**src/rtl/scene_compositor.sv**
```systemverilog
// scene_compositor: priority layer compositor with splash/play/game-over phase sequencer
//   clk, clr (async active-high reset)
//   video_on, layer_on, rgb_pic, layer_en : pixel inputs, composited into rgb one cycle later
//   start, restart, game_over             : phase control
//   rgb, game_begin, game_over_display, bg_sel, phase : registered outputs
module scene_compositor #(
  parameter int                  LAYERS          = 5,
  parameter int                  COLOR_W         = 12,
  parameter logic [COLOR_W-1:0]  KEY_COLOR       = 12'hF0F,
  parameter logic [COLOR_W-1:0]  BG_COLOR        = '0,
  parameter logic [LAYERS-1:0]   PLAY_ONLY_MASK  = 5'b00001,
  parameter int unsigned         SPLASH_CYCLES   = 500_000_000,
  parameter int unsigned         GAMEOVER_CYCLES = 5_000
) (
  input  logic                        clk,
  input  logic                        clr,
  input  logic                        video_on,
  input  logic [LAYERS-1:0]           layer_on,
  input  logic [LAYERS*COLOR_W-1:0]   rgb_pic,
  input  logic [LAYERS-1:0]           layer_en,
  input  logic                        start,
  input  logic                        restart,
  input  logic                        game_over,
  output logic [COLOR_W-1:0]          rgb,
  output logic                        game_begin,
  output logic                        game_over_display,
  output logic [1:0]                  bg_sel,
  output logic [1:0]                  phase
);
  typedef enum logic [1:0] {SPLASH = 2'd0, PLAY = 2'd1, OVER_WAIT = 2'd2, OVER_SHOW = 2'd3} phase_t;
  phase_t             r_phase, w_next;
  logic [31:0]        r_timer, w_timer_next;
  logic [COLOR_W-1:0] r_pix, w_pix;
  logic               r_video, r_game_begin, r_over_disp, w_play_vis;
  logic [1:0]         r_bg_sel;
  // Timer only runs in the two dwell states; every transition leaves it at 0.
  always_comb begin
    w_next = r_phase;
    w_timer_next = '0;
    if (restart) w_next = SPLASH;
    else
      case (r_phase)
        SPLASH:    if (start || r_timer == SPLASH_CYCLES - 1) w_next = PLAY;
                   else w_timer_next = r_timer + 32'd1;
        PLAY:      if (game_over) w_next = OVER_WAIT;
        OVER_WAIT: if (r_timer == GAMEOVER_CYCLES - 1) w_next = OVER_SHOW;
                   else w_timer_next = r_timer + 32'd1;
        default:   w_next = OVER_SHOW;
      endcase
  end
  // Ascending scan so the highest-index eligible layer overrides the rest.
  always_comb begin
    w_play_vis = r_phase == PLAY || r_phase == OVER_WAIT;
    w_pix = BG_COLOR;
    for (int i = 0; i < LAYERS; i++)
      if (layer_on[i] && layer_en[i] && rgb_pic[i*COLOR_W +: COLOR_W] != KEY_COLOR &&
          (!PLAY_ONLY_MASK[i] || w_play_vis))
        w_pix = rgb_pic[i*COLOR_W +: COLOR_W];
  end
  always_ff @(posedge clk or posedge clr) begin
    if (clr) begin
      r_phase <= SPLASH;
      r_timer <= '0;
      r_pix <= '0;
      r_video <= 1'b0;
      r_game_begin <= 1'b0;
      r_over_disp <= 1'b0;
      r_bg_sel <= 2'd0;
    end else begin
      r_phase <= w_next;
      r_timer <= w_timer_next;
      r_pix <= w_pix;
      r_video <= video_on;
      r_game_begin <= w_next != SPLASH;
      r_over_disp <= w_next == OVER_SHOW;
      r_bg_sel <= w_next == OVER_SHOW ? 2'd2 : w_next == SPLASH ? 2'd0 : 2'd1;
    end
  end
  assign rgb = r_video ? r_pix : '0;
  assign game_begin = r_game_begin;
  assign game_over_display = r_over_disp;
  assign bg_sel = r_bg_sel;
  assign phase = r_phase;
endmodule

```
**config.mk**
```make
export PLATFORM = sky130hd
export DESIGN_NAME = scene_compositor
export DESIGN_NICKNAME = d
export VERILOG_FILES = /design/src/rtl/scene_compositor.sv
export SDC_FILE = /design/constraint.sdc
export NUM_CORES = 1
export LEC_CHECK = 0
export BUFFER_PORTS_ARGS = -buffer_cell sky130_fd_sc_hd__buf_2
export CORE_UTILIZATION = 57
export CTS_BUF_LIST = sky130_fd_sc_hd__clkbuf_8
export DETAILED_ROUTE_END_ITERATION = 7
export PLACE_DENSITY = 0.9
export REMOVE_ABC_BUFFERS = 1
export SKIP_LAST_GASP = 1
export SLEW_MARGIN = 20
export SYNTH_ARGS = -nofsm -noshare
export SYNTH_HDL_FRONTEND = slang
export SYNTH_SLANG_ARGS = --single-unit
```
**constraint.sdc**
```tcl
create_clock -name clk -period 2.9 [get_ports clk]
set_input_delay 0.145 -clock clk [delete_from_list [all_inputs] [get_ports clk]]
set_output_delay 0.145 -clock clk [all_outputs]
set_load 0.03 [all_outputs]
```
==> results.md <==
Critical path:
- The worst endpoint required time is 3.08 ns.
- The data arrival time of the critical path is 2.41 ns.
- The reg-to-reg setup timing slack is 0.67 ns.
- The worst setup path startpoint is r_timer[0].
- Counting both buffers and inverters, the worst setup path holds a total of 1.
- The kind of capture point of the worst setup path is a flip-flop.
- The worst setup path is launched from a flip-flop.
- Of all nets on the critical path, the largest fanout is 32.
- The highest-delay cell along the critical path is or4_1.
- The signal on the critical path passes through ha_1, nand3_1, or4_1, nor4_1, o22a_1, buf_4, nor2_1.
- Following the worst setup path forward leads to its endpoint at r_timer[24].
- The capture instance of the worst register-to-register path is r_timer[24].
- The critical path class is reg -> reg.
- The worst register-to-register path begins at r_timer[0].
- The kind of cell with the highest combined delay on the critical path is simple AND/OR/NAND/NOR gates.
- The critical path runs through a total of 7 cells.
- Counting cells, the worst reg-to-reg path comes to 7.
- The peak per-stage delay on the critical path is 0.41 ns.

Pwr:
- The static leakage is 1.62 nW.
- Across the VDD grid, the largest voltage drop is 0.249 mV.
- The power density over cell area is 438 nW/um2.
- The overall power after layout is 1.58 mW.

Global routing:
- Entering global routing, the biggest net connects 51 pins.
- The number of antenna violations at the first check in global routing is 0.
- The final global-route overflow total is 0.
- The wire length of the first global-routing pass is 12600 um.
- The number of global-route vias before repair came to 2731.
- The total routing usage reported by global routing is 0.300.

Floorplan:
- The effective utilization at floorplan is 0.611.
- The die covers 5520 um2.
- The count of pins on the block boundary is 94.
- The total area inside the core boundary comes to 4880 um2.
- From left edge to right edge, the die measures 74.3 um.
- The number of placement rows is 25.
- In this run the vertical extent of the chip is 74.3 um.

Clock network:
- The clock reaches the later pin of the worst-skew pair after 0.30 ns.
- TritonCTS built the clock tree.
- The clock input transition at the sequential cells of the worst setup and hold paths is 0.08 ns.
- The number of sinks driven by the clock tree is 50.
- In this run, post-CTS repair resized a total of 0 instances.
- In this run the clock root is driven by a clkbuf_8.
- The depth of the CTS H-tree is 2.
- In this run, CTS created clock tree buffers numbering 5.
- The maximum clock insertion buffer count is 2.

STA:
- Setup repair after global routing left no endpoint under its margin.
- Across all hold checks on the routed design, the worst slack comes to -0.0332 ns.
- The count of endpoints failing hold in the final timing report is 38.
- After layout, the minimum clock period comes to 2.23 ns.
- In the finished design, the share of the clock period the worst path needs comes to 0.769.
- The final clock skew is 0.00601 ns.
- The setup TNS is 0 ns.
- The maximum achievable frequency is 448 MHz.
- The number of max-slew violations in the final report came to 0.
- The final number of setup-violating endpoints is 0.
- For the pin with the worst max-slew slack, the measured transition is 0.887 ns.
- The relative slew slack is 0.404.

Detailed routing:
- Summed over all layers, the routed wires come to 7680 um.
- After detailed routing, the average wire length per cell comes to 16.1 um.
- The total via count after detailed routing is 2907.
- In the routed layout, each cell is associated on average with a via count of 6.08.
- The number of nets still failing antenna checks after routing is 0.
- The detailed router's first-iteration violation count is 239.
- For this run, the detailed router's first-pass iteration total came to 5.
- The residual DRC count is 0.

Placement:
- Routability-driven placement finished with a final weighted congestion of 0.971.
- During placement, the flow inserted port buffers numbering 93.
- The half-perimeter wire length after detailed placement is 5870 um.

Yosys:
- The share of synthesized area in the top cell type comes to 0.420.
- By area the synthesized netlist is led by dfrtp_1, xor2_1, nor2_1.
- The prevailing post-synth register cell is dfrtp_1.
- The number of register bits inferred by synthesis is 50.
- The share of synthesized registers carrying an async set or reset is 1.00.
- Counting flops with a built-in enable in the synthesized netlist gives 0.
- The instance count of the mapped netlist is 318.
- The Yosys step of the flow raised 0 warnings.
- The count of cell types in the netlist is 46.
- The cell accounting for the most synthesized area is dfrtp_1.
- The average cell area after synthesis is 9.37 um2.
- The summed instance area of the synthesized netlist is 2980 um2.
- The sequential share of the synthesized area is 0.420.

Final layout:
- The share of final-layout standard cells stronger than drive strength 1 is 0.260.
- The final layout contains 493 nets.
- The area growth from synthesis to layout is 21.0%.
- The number of antenna cells inserted is 0.

Status:
- The checks that failed: negative hold slack.
- The flow ran to the end, but the final reports show violations.

Worst hold path:
- The tightest min-delay check is of the in -> async type.

Run:
- Across the run, the number of max-cap violations was 0.
-- layer usage --
layer  vias to the layer above  global-route usage  routed length [um]
met2                       131               0.547                3920
met3                        17              0.0285                 404
met4                         0               0.109                 149
met1                      1397               0.370                3210
met5                         -                   0                   0
li1                       1362                   -                   -
-- cell type report --
type | instances | area, um2
Multi-Input combinational cell | 246 | 1620
Fill cell | 357 | 1280
Sequential cell | 50 | 1250
Timing Repair Buffer | 97 | 498
Clock buffer | 8 | 110
Tap cell | 67 | 83.8
Inverter | 10 | 38.8
-- logic make-up after synthesis --
logic type               share of synthesized area
AO/OA/AOI/OAI                                0.139
AND/OR/NAND/NOR                              0.288
buffers and inverters                       0.0357
XOR/XNOR                                    0.0882
adder cells (fa/ha/maj)                     0.0294
flip-flops                                   0.420
-- cell usage after synthesis, types with 2 or more instances --
master and n:
dfrtp_1 50, nor2_1 44, xor2_1 23, nand4_1 19
and2_1 17, nand3_1 13, inv_1 10, nand2_1 10
a221oi_1 9, o21ai_0 9, o21ai_1 9, a22oi_1 8
a21oi_1 7, and3_1 7, ha_1 7, xnor2_1 7
nand4b_1 6, nor4_1 6, nor3_1 5, buf_4 4
clkbuf_1 4, nor2b_1 4, a311o_1 3, and4_1 3
nand3b_1 3, nand4bb_1 3, o311a_1 3, buf_1 2
nand2b_1 2, o311ai_1 2, o41ai_1 2, or4_1 2
or4bb_1 2
-- state kept, by name (all words and copies together), names as in the netlist --
signal and flops:
phase 2, r_timer 32, r_video 1, bg_sel 2
game_begin 1, r_pix 12
-- cell usage in the layout (no fill, tap or decap), types with 3 or more instances in the layout --
cell type | synthesis | final
nand2_1 | 10 | 10
nand3b_1 | 3 | 3
and4_1 | 3 | 3
nor3_1 | 5 | 5
buf_4 | 4 | 3
buf_2 | 1 | 93
xor2_1 | 23 | 23
nand4_1 | 19 | 19
o21ai_1 | 9 | 9
nor2_1 | 44 | 44
xnor2_1 | 7 | 7
a21oi_1 | 7 | 7
inv_1 | 10 | 9
a221oi_1 | 9 | 9
a311o_1 | 3 | 3
o311a_1 | 3 | 3
dfrtp_1 | 50 | 50
nand3_1 | 13 | 13
ha_1 | 7 | 7
clkbuf_8 | 0 | 8
o21ai_0 | 9 | 9
and2_1 | 17 | 17
nor2b_1 | 4 | 4
nand4bb_1 | 3 | 3
a22oi_1 | 8 | 8
nand4b_1 | 6 | 6
nor4_1 | 6 | 6
and3_1 | 7 | 7
-- metrics by stage --
step	setup WS, ns	util	std cells	cell area [um2]
2_1_floorplan	0.634	-	306	2910
3_3_place_gp	0.786	0.714	469	3480
3_5_place_dp	0.661	0.714	469	3480
4_1_cts	0.651	0.738	478	3600
5_1_grt	0.440	0.738	478	3600
6_report	0.669	0.738	478	3600
-- where the power goes --
group	leakage, nW	total [mW]	switching (mW)	internal (mW)
registers	0.673	0.756	0.0208	0.735
logic	0.893	0.368	0.231	0.137
clock network	0.0575	0.453	0.213	0.241
total	1.62	1.58	0.465	1.11
-- timing repair --
action,4_1_cts,5_1_grt
hold endpoints to repair,1,0
setup buffers,0,0
hold buffers,1,0
-- worst min path at each step --
stage / startpoint / to / slack (ns) / depth (start not counted)
floorplan: video_on / r_video / 0.18 / 0
global placement: video_on / r_video / 0.27 / 1
detailed placement: video_on / r_video / 0.27 / 1
CTS: clr / phase[0] / 0.10 / 2
global route: clr / phase[1] / 0.04 / 2
finish: clr / r_pix[8] / -0.03 / 2
No activity file was read; power rests on OpenSTA's default activity.
